$ cat src/rtl/mips_pkg.sv
// Shared definitions for the instruction loader: FSM encoding, word geometry
// and the word-index to byte-address mapping.
package mips_pkg;

    typedef enum logic [2:0] {
        ST_IDLE    = 3'd0,
        ST_RECEIVE = 3'd1,
        ST_WRITE   = 3'd2,
        ST_DONE    = 3'd3,
        ST_ERROR   = 3'd4
    } load_state_t;

    localparam int WORD_BYTES = 4;
    localparam int BYTE_CNT_W = $clog2(WORD_BYTES);

    function automatic logic [31:0] word_addr(input logic [31:0] base,
                                              input logic [31:0] index);
        return base + index * 32'(WORD_BYTES);
    endfunction

endpackage

$ cat src/rtl/byte_packer.sv
// Big-endian byte packer: keeps the first three bytes of a word and presents
// the full word combinationally while the fourth byte is on the bus.
module byte_packer
    import mips_pkg::*;
(
    input  logic                  clk,
    input  logic                  reset_n,
    input  logic                  i_clear,
    input  logic                  i_shift,
    input  logic [7:0]            i_byte,
    output logic [BYTE_CNT_W-1:0] o_count,
    output logic [31:0]           o_word
);

    localparam int SW = (WORD_BYTES - 1) * 8;

    logic [SW-1:0]         r_shift;
    logic [BYTE_CNT_W-1:0] r_count;

    always_ff @(posedge clk or negedge reset_n) begin
        if (!reset_n) begin
            r_shift <= '0;
            r_count <= '0;
        end else if (i_clear) begin
            r_shift <= '0;
            r_count <= '0;
        end else if (i_shift) begin
            r_shift <= {r_shift[SW-9:0], i_byte};
            r_count <= r_count + BYTE_CNT_W'(1);
        end
    end

    assign o_count = r_count;
    assign o_word  = {r_shift, i_byte};

endmodule

$ cat src/rtl/instruction_loader.sv
// Streams program bytes into 32-bit instruction words and writes each word to
// instruction memory at BASE_ADDR + 4*index; reports done/error per session.
module instruction_loader
    import mips_pkg::*;
#(
    parameter int          DEPTH     = 256,
    parameter logic [31:0] BASE_ADDR = 32'h0000_0000
) (
    input  logic                   clk,
    input  logic                   reset_n,
    input  logic                   start,
    input  logic [7:0]             byte_data,
    input  logic                   byte_valid,
    input  logic                   byte_last,
    output logic                   byte_ready,
    output logic                   mem_write,
    output logic [31:0]            mem_address,
    output logic [31:0]            mem_data,
    output logic                   busy,
    output logic                   done,
    output logic                   error,
    output logic [$clog2(DEPTH):0] word_count,
    output load_state_t            dbg_state
);

    localparam int IW = $clog2(DEPTH) + 1;

    load_state_t     r_state;
    logic [IW-1:0]   r_index;
    logic            r_last;
    logic            r_byte_ready;
    logic            r_mem_write;
    logic [31:0]     r_mem_address;
    logic [31:0]     r_mem_data;
    logic            r_busy;
    logic            r_done;
    logic            r_error;

    logic                  w_accept;
    logic [BYTE_CNT_W-1:0] w_count;
    logic [31:0]           w_word;

    // Handshake: a byte moves on a rising edge where byte_valid && byte_ready.
    assign w_accept = byte_valid & r_byte_ready;

    byte_packer u_packer (
        .clk     (clk),
        .reset_n (reset_n),
        .i_clear (start),
        .i_shift (w_accept),
        .i_byte  (byte_data),
        .o_count (w_count),
        .o_word  (w_word)
    );

    always_ff @(posedge clk or negedge reset_n) begin
        if (!reset_n) begin
            r_state       <= ST_IDLE;
            r_index       <= '0;
            r_last        <= 1'b0;
            r_byte_ready  <= 1'b0;
            r_mem_write   <= 1'b0;
            r_mem_address <= BASE_ADDR;
            r_mem_data    <= '0;
            r_busy        <= 1'b0;
            r_done        <= 1'b0;
            r_error       <= 1'b0;
        end else if (start) begin
            // Restart from any state; overrides a same-cycle byte or write.
            r_state       <= ST_RECEIVE;
            r_index       <= '0;
            r_last        <= 1'b0;
            r_byte_ready  <= 1'b1;
            r_mem_write   <= 1'b0;
            r_mem_address <= BASE_ADDR;
            r_busy        <= 1'b1;
            r_done        <= 1'b0;
            r_error       <= 1'b0;
        end else begin
            case (r_state)
                ST_RECEIVE: begin
                    if (w_accept) begin
                        if (r_index == IW'(DEPTH)) begin
                            r_state      <= ST_ERROR;
                            r_byte_ready <= 1'b0;
                            r_busy       <= 1'b0;
                            r_error      <= 1'b1;
                        end else if (w_count == BYTE_CNT_W'(WORD_BYTES - 1)) begin
                            r_state       <= ST_WRITE;
                            r_byte_ready  <= 1'b0;
                            r_mem_write   <= 1'b1;
                            r_mem_data    <= w_word;
                            r_mem_address <= word_addr(BASE_ADDR, 32'(r_index));
                            r_last        <= byte_last;
                        end else if (byte_last) begin
                            r_state      <= ST_ERROR;
                            r_byte_ready <= 1'b0;
                            r_busy       <= 1'b0;
                            r_error      <= 1'b1;
                        end
                    end
                end
                ST_WRITE: begin
                    r_mem_write <= 1'b0;
                    r_index     <= r_index + IW'(1);
                    if (r_last) begin
                        r_state <= ST_DONE;
                        r_busy  <= 1'b0;
                        r_done  <= 1'b1;
                    end else begin
                        r_state      <= ST_RECEIVE;
                        r_byte_ready <= 1'b1;
                    end
                end
                default: ;
            endcase
        end
    end

    assign byte_ready  = r_byte_ready;
    assign mem_write   = r_mem_write;
    assign mem_address = r_mem_address;
    assign mem_data    = r_mem_data;
    assign busy        = r_busy;
    assign done        = r_done;
    assign error       = r_error;
    assign word_count  = r_index;
    assign dbg_state   = r_state;

endmodule
$ cat config.mk
export PLATFORM = sky130hd
export DESIGN_NAME = instruction_loader
export DESIGN_NICKNAME = d
export VERILOG_FILES = /design/src/rtl/mips_pkg.sv /design/src/rtl/byte_packer.sv /design/src/rtl/instruction_loader.sv
export SDC_FILE = /design/constraint.sdc
export NUM_CORES = 1
export LEC_CHECK = 0
export CELL_PAD_IN_SITES_DETAIL_PLACEMENT = 0
export CELL_PAD_IN_SITES_GLOBAL_PLACEMENT = 2
export CORE_ASPECT_RATIO = 0.75
export CORE_MARGIN = 2
export CORE_UTILIZATION = 28
export CTS_CLUSTER_SIZE = 10
export DETAILED_ROUTE_END_ITERATION = 8
export GPL_TIMING_DRIVEN = 0
export PLACE_DENSITY = 0.82
export SYNTH_ARGS = -nofsm -noshare
export SYNTH_HDL_FRONTEND = slang
export SYNTH_SLANG_ARGS = --single-unit
$ cat constraint.sdc
create_clock -name clk -period 2 [get_ports clk]
set_input_delay 0.2 -clock clk [delete_from_list [all_inputs] [get_ports clk]]
set_output_delay 0.2 -clock clk [all_outputs]
set_load 0.01 [all_outputs]
==> impl_metrics.py, run 1 <==
metrics = {
    "synth": {
        "syn_avg_cell_area_sq_um": 11.33,
        "synth-seq-cells": 85,
        "synth_top_area_cell": "dfrtp_1",
        "async_flop_share": 1.000,
        "syn-instance-count": 342,
        "synth-edff-count": 0,
        "synthDominantCellAreaShare": 0.5491,
        "syn-cell-area_sq_mm": 0.003874,
        "seq_area_frac_synth": 0.5491,
        "synth_cell_types": 40,
        "yosys_warnings": 0,
        "synth_area_leaders": "dfrtp_1 55%, mux2_4 12%, nand2_1 5.7%, a21oi_1 5.3%, buf_4 4.5%",
        "synthFlopType": "dfrtp_1",
    },
    "timing": {
        "rsz0062_at_grt": "yes",
        "drv_slew": 0,
        "period_needed_ns": 2.014,
        "fin_ws_ns": -0.01439,
        "fmax_mhz": 496.4,
        "post-route-period-util": 1.007,
        "whs_ns": 0.3706,
        "skew_ns": 0.008944,
        "finalSetupTns_ns": -0.1304,
        "hold_viol": 0,
        "slew-limit-headroom": 0.5200,
        "worstMarginPinSlew_ns": 0.7169,
        "setup_viol": 17,
    },
    "power_and_ir_drop": {
        "p_leak_nw": 2.328,
        "ir_worst_vdd_mv": 0.4348,
        "power.density_mw_per_mm2": 759.0,
    },
    "worst_setup_path": {
        "start_kind": "flop",
        "endpoint_kind": "flop",
        "crit_required_ns": 2.22,
        "cp.arrival_ns": 2.24,
        "path_class": "reg -> reg",
        "cp_max_fo": 10,
    },
    "floorplan": {
        "die_area_sq_mm": 0.01480,
        "io_pins": 94,
        "start_util": 0.2846,
        "die_h_um": 105.9,
        "row_count": 37,
        "core_sq_mm": 0.01361,
        "die_w_um": 139.8,
    },
    "layout": {
        "area_growth_pct": 37.73,
        "design_area_sq_mm": 0.005335,
        "antenna_cells": 0,
        "stdcell_count": 632,
        "nets": 468,
        "final_common_cell": "dfrtp_1",
        "fill_cells": 1366,
        "final_cell_mix": "80 x dfrtp_1, 69 x clkdlybuf4s50_1, 59 x nand2_1",
        "drive_gt1_frac": 0.2123,
    },
    "placed_design": {
        "gp_congestion": 0.7882,
        "place_inst": 610,
        "dp_hpwl_um": 6653,
        "place_area_sq_mm": 0.004917,
        "portBuffers": 70,
        "place_ws_ns": -0.2296,
    },
    "clocking": {
        "clock_latency_ns": 0.34,
        "cts_sinks": 85,
        "cts_buffers": 9,
        "cts_tree": "yes",
        "cts_max_level": 3,
        "clockBufferDepth": 2,
        "cts_root_buf": "clkbuf_16",
        "clk_pin_slew_ns": 0.07,
    },
    "route": {
        "drt-total-wl_um": 9269,
        "drt_first_pass_iters": 5,
        "routed_via_density": 4.378,
        "routedWlPerCell_um": 14.67,
        "remaining_drc_errors": 0,
        "antenna_left": 0,
        "drt_iter0_drc": 184,
        "vias": 2767,
    },
    "outcome": {
        "status": "complete, but fails checks",
        "violations": "setup timing",
    },
    "global_routing": {
        "grt_pass1_wl_um": 15040,
        "grt-ovfl-total": 0,
        "antenna_found_initial": 0,
        "groute.usage.overall": 0.1294,
        "grt_max_degree": 52,
        "grt_pass1_vias": 2744,
    },
    "hold_path": {
        "holdCritPathClass": "in -> async",
    },
    "job": {
        "maxCapViolCount": 0,
    },
}
-- critical path, stage by stage (launching register included) --
cell     delay [ns]
dfrtp_2        0.42
or4_4          0.61
o21ai_4        0.21
nor3_4         0.06
buf_12         0.14
buf_12         0.15
mux2_4         0.29
-- path summary, 6_finish.rpt --
check / start / to / slack (ns) / depth (start not counted)
max in group asynchronous: reset_n / u_packer.r_shift[19] / 1.02 / 3
min in group clk: byte_data[6] / u_packer.r_shift[6] / 0.44 / 3
worst max-delay path: word_count[2] / mem_data[3] / -0.01 / 6
worst min register to register: u_packer.r_shift[23] / mem_data[31] / 0.51 / 1
worst max register to register: word_count[2] / mem_data[3] / -0.01 / 6
worst min-delay path: reset_n / word_count[4] / 0.37 / 2
-- Yosys cell counts, types with 2 or more instances --
| library cell | n |
|---|---|
| dfrtp_1 | 85 |
| nand2_1 | 59 |
| a21oi_1 | 41 |
| mux2_4 | 30 |
| buf_4 | 23 |
| nor2_1 | 13 |
| o21ai_0 | 12 |
| clkbuf_1 | 11 |
| nand3_1 | 8 |
| inv_1 | 5 |
| a21o_1 | 4 |
| nand4_1 | 4 |
| nor3_1 | 4 |
| buf_12 | 3 |
| ha_1 | 3 |
| or3_1 | 3 |
| xnor2_1 | 3 |
| xor2_1 | 3 |
| buf_1 | 2 |
| mux2_2 | 2 |
| mux2i_1 | 2 |
| nand4bb_1 | 2 |
| nor3b_2 | 2 |
| o211ai_1 | 2 |
-- cells by family after synthesis --
kind of cell / share of synthesized area
AND/OR/NAND/NOR: 0.1221
flip-flops: 0.5491
AO/OA/AOI/OAI: 0.09852
buffers and inverters: 0.07881
multiplexers: 0.1273
XOR/XNOR: 0.01357
adder cells (fa/ha/maj): 0.009691
other: 0.0009681
-- layer usage --
| layer | global-route usage | share of wire | wire, um |
|---|---|---|---|
| met4 | 0.03929 | 0.015 | 138 |
| met2 | 0.1882 | 0.43 | 3956 |
| met1 | 0.1875 | 0.50 | 4605 |
| met5 | 0 | 0 | 0 |
| met3 | 0.03544 | 0.061 | 568 |
-- where the power goes --
part / internal [mW] / switching, mW
sequential: 1.77 / 0.0540
combinational: 0.210 / 0.247
clock: 0.999 / 0.766
-- layout make-up --
cell class,instances,area (sq um),share of cell area
Buffer,39,282.8,0.05300
Clock inverter,7,91.34,0.01712
Timing Repair Buffer,78,810.8,0.1520
Sequential cell,85,2133,0.3999
Clock buffer,9,225.2,0.04221
Tap cell,175,219.0,0.04104
Inverter,5,18.77,0.003518
Multi-Input combinational cell,234,1554,0.2913
-- registers in the layout, indices dropped and copies added, names as in the netlist --
signal            count
dbg_state             3
r_last                1
u_packer.r_shift     24
busy                  1
mem_address           9
mem_write             1
error                 1
mem_data             32
u_packer.o_count      2
done                  1
byte_ready            1
word_count            9
-- per-stage QoR --
stage / utilization / power, mW
final: 0.3920 / 4.049
after global routing: 0.3920 / 4.236
after CTS: 0.3901 / 4.098
after detailed placement: 0.3613 / 2.304
after global placement: 0.3594 / 2.291
after floorplan: - / 2.095
-- what timing repair did --
| item | in CTS | in global routing |
|---|---|---|
| hold buffers | 1 | 0 |
| cloned | 0 | 1 |
| endpoints found under the hold margin | 34 | 0 |
| setup buffers | 4 | 8 |
| gates resized for setup | 8 | 4 |
| endpoints found under the setup margin | 44 | 40 |
| pin swaps | 1 | 2 |
Power figures use the tool's default switching activity.
==> inputs of run 2 (changes only) <==
--- a/config.mk
+++ b/config.mk
@@ -5,15 +5,16 @@
 export SDC_FILE = /design/constraint.sdc
 export NUM_CORES = 1
 export LEC_CHECK = 0
+export ABC_AREA = 1
 export CELL_PAD_IN_SITES_DETAIL_PLACEMENT = 0
 export CELL_PAD_IN_SITES_GLOBAL_PLACEMENT = 2
 export CORE_ASPECT_RATIO = 0.75
 export CORE_MARGIN = 2
-export CORE_UTILIZATION = 28
+export CORE_UTILIZATION = 27
 export CTS_CLUSTER_SIZE = 10
 export DETAILED_ROUTE_END_ITERATION = 8
 export GPL_TIMING_DRIVEN = 0
-export PLACE_DENSITY = 0.82
+export PLACE_DENSITY = 0.83
 export SYNTH_ARGS = -nofsm -noshare
 export SYNTH_HDL_FRONTEND = slang
 export SYNTH_SLANG_ARGS = --single-unit
==> impl_metrics.py, run 2 <==
metrics = {
    "outcome": {
        "status": "complete, no violations",
    },
    "synth": {
        "synth-seq-cells": 85,
        "syn-cell-area_sq_mm": 0.003876,
        "synth-simple-area-share": 0.1750,
        "synthMuxAreaShare": 0,
        "synth_area_leaders": "dfrtp_1 55%, nand2_1 8.7%, o21ai_2 7.2%, inv_1 5.1%, buf_4 4.5%",
        "seq_area_frac_synth": 0.5487,
        "syn-instance-count": 407,
        "syn_avg_cell_area_sq_um": 9.524,
        "synthFlopType": "dfrtp_1",
        "synth-edff-count": 0,
        "yosys_warnings": 0,
        "synth_xor_area_frac": 0,
        "async_flop_share": 1.000,
        "synth_top_family_by_area": "simple AND/OR/NAND/NOR gates",
        "synthDominantCellAreaShare": 0.5487,
        "yosysMostFrequentCell": "nand2_1",
        "synthAdderAreaFrac": 0.009684,
        "synth_cell_types": 27,
        "synth_top_area_cell": "dfrtp_1",
        "synth_compound_area_frac": 0.1365,
        "synth.top_cells.by_count": "90 x nand2_1, 85 x dfrtp_1, 53 x inv_1, 32 x o21ai_2, 28 x nand3_1",
    },
    "route": {
        "drt-total-wl_um": 9514,
        "vias": 3042,
        "routed_via_density": 4.415,
        "antenna_left": 0,
        "drt_first_pass_iters": 4,
        "drt_iter0_drc": 173,
        "routedWlPerCell_um": 13.81,
        "remaining_drc_errors": 0,
    },
    "layout": {
        "drive_gt1_frac": 0.1887,
        "final_cell_mix": "90 x nand2_1, 85 x dfrtp_1, 68 x clkdlybuf4s50_1",
        "largest_register_ffs": 32,
        "final_common_cell": "nand2_1",
        "area_growth_pct": 33.41,
        "nets": 527,
        "antenna_cells": 0,
    },
    "worst_setup_path": {
        "crit_family": "simple AND/OR/NAND/NOR gates",
        "endpoint_kind": "flop",
        "cp_max_fo": 10,
        "path_cells": "inv_1 -> ha_1 -> nand2_1 -> nor2_1 -> nand2_4 -> nand4_4 -> buf_6 -> nand2_1 -> o21ai_2",
        "cp.arrival_ns": 1.95,
        "start_kind": "flop",
        "cpPeakStageDelay_ns": 0.46,
        "critPathBufInv": 2,
        "crit_required_ns": 2.22,
        "crit_top_cell": "nand2_1",
        "path_class": "reg -> reg",
        "critPathSlowestCell": "dfrtp_1",
    },
    "timing": {
        "drv_slew": 0,
        "post-route-period-util": 0.8641,
        "skew_ns": 0.007526,
        "period_needed_ns": 1.728,
        "rsz0062_at_grt": "no",
        "fin_ws_ns": 0.2718,
        "hold_viol": 0,
        "fmax_mhz": 578.6,
        "setup_viol": 0,
    },
    "power_and_ir_drop": {
        "ir_worst_vdd_mv": 0.5113,
        "power.density_mw_per_mm2": 815.5,
        "p_leak_nw": 2.440,
        "power_mw": 4.217,
    },
    "global_routing": {
        "grt_max_degree": 65,
        "grt_pass1_wl_um": 15350,
        "groute.usage.overall": 0.1302,
        "antenna_found_initial": 0,
        "grt_pass1_vias": 2950,
        "grt-ovfl-total": 0,
    },
    "placed_design": {
        "portBuffers": 69,
        "gp_congestion": 0.8051,
        "dp_hpwl_um": 6985,
        "place_ws_ns": 0.1819,
    },
    "clocking": {
        "clockBufferDepth": 2,
        "cts_sinks": 85,
        "cts_root_buf": "clkbuf_16",
        "cts_tree": "yes",
        "cts_max_level": 3,
        "clock_latency_ns": 0.34,
        "clk_pin_slew_ns": 0.06,
        "cts_buffers": 9,
        "cts.repair.resized": 0,
    },
    "floorplan": {
        "die_h_um": 107.8,
        "io_pins": 94,
        "core_sq_mm": 0.01389,
        "die_area_sq_mm": 0.01534,
        "row_count": 37,
        "die_w_um": 142.4,
        "start_util": 0.2791,
    },
    "job": {
        "maxCapViolCount": 0,
    },
    "hold_path": {
        "holdCritPathClass": "in -> reg",
    },
}
[run 2: cell count changes after synthesis, moves of 6 or more]
cell | previous run | this run
a21oi_1 | 41 | 7
buf_2 | 1 | 7
buf_6 | 0 | 7
clkbuf_1 | 11 | 0
inv_1 | 5 | 53
mux2_4 | 30 | 0
nand2_1 | 59 | 90
nand3_1 | 8 | 28
o21ai_0 | 12 | 18
o21ai_2 | 0 | 32
o22ai_1 | 1 | 18
[run 2: what timing repair did]
item                                    CTS  global route
hold buffers                              1             0
hold endpoints to repair                 21             0
setup buffers                             0             0
endpoints found under the setup margin    0             0
[run 2: power by group]
part / switching (mW) / internal [mW]
Combinational: 0.421 / 0.329
Clock: 0.642 / 0.897
Sequential: 0.0850 / 1.84
Total: 1.15 / 3.07
[run 2: layer usage]
metal	global-route usage	vias up	wire length, um	part of all wire
met3	0.04404	13	747	0.079
li1	-	1480	-	-
met5	0	-	0	0
met1	0.1861	1442	4649	0.49
met2	0.1870	107	3976	0.42
met4	0.03607	0	140	0.015
[run 2: layout make-up]
type,instances,area (sq um)
Buffer,37,286.5
Clock buffer,13,260.3
Clock inverter,1,7.507
Fill cell,1417,8717
Inverter,57,214.0
Multi-Input combinational cell,250,1331
Sequential cell,85,2127
Tap cell,175,219.0
Timing Repair Buffer,71,725.7
[run 2: kinds of logic (layout without fill, tap and decap cells)]
kind of cell	count (synthesis)	after routing
compound gates	77	77
fa+ha+maj	3	3
buf+inv	94	179
flops	85	85
other cells	1	23
simple gates	147	147
[run 2: worst paths after layout]
kind / cells after the start / slack [ns] / start / endpoint
max: 9 / 0.27 / word_count[1] / mem_data[11]
min: 2 / 0.17 / start / u_packer.o_count[1]
max reg2reg: 9 / 0.27 / word_count[1] / mem_data[11]
min reg2reg: 2 / 0.47 / mem_address[9] / mem_address[9]
max in group asynchronous: 3 / 1.06 / reset_n / u_packer.r_shift[15]
min in group asynchronous: 2 / 0.31 / reset_n / mem_address[7]
[run 2: worst register-to-register path, delay by kind of cell (launching register included)]
kind	cells	cell delay [ns]
flops	1	0.46
buf+inv	2	0.34
simple gates	5	0.58
compound gates	1	0.05
fa+ha+maj	1	0.19
[run 2: per-stage QoR]
step	utilization	area, sq um	std cells	hold WS, ns	TNS, ns
after floorplan	-	3959	429	-0.09559	0
after global placement	0.3505	4868	673	0.4563	-199.95
after detailed placement	0.3523	4893	674	0.1129	0
after CTS	0.3723	5171	689	0.1592	0
after global routing	0.3723	5171	689	0.1768	0
final	0.3723	5171	689	0.1727	0
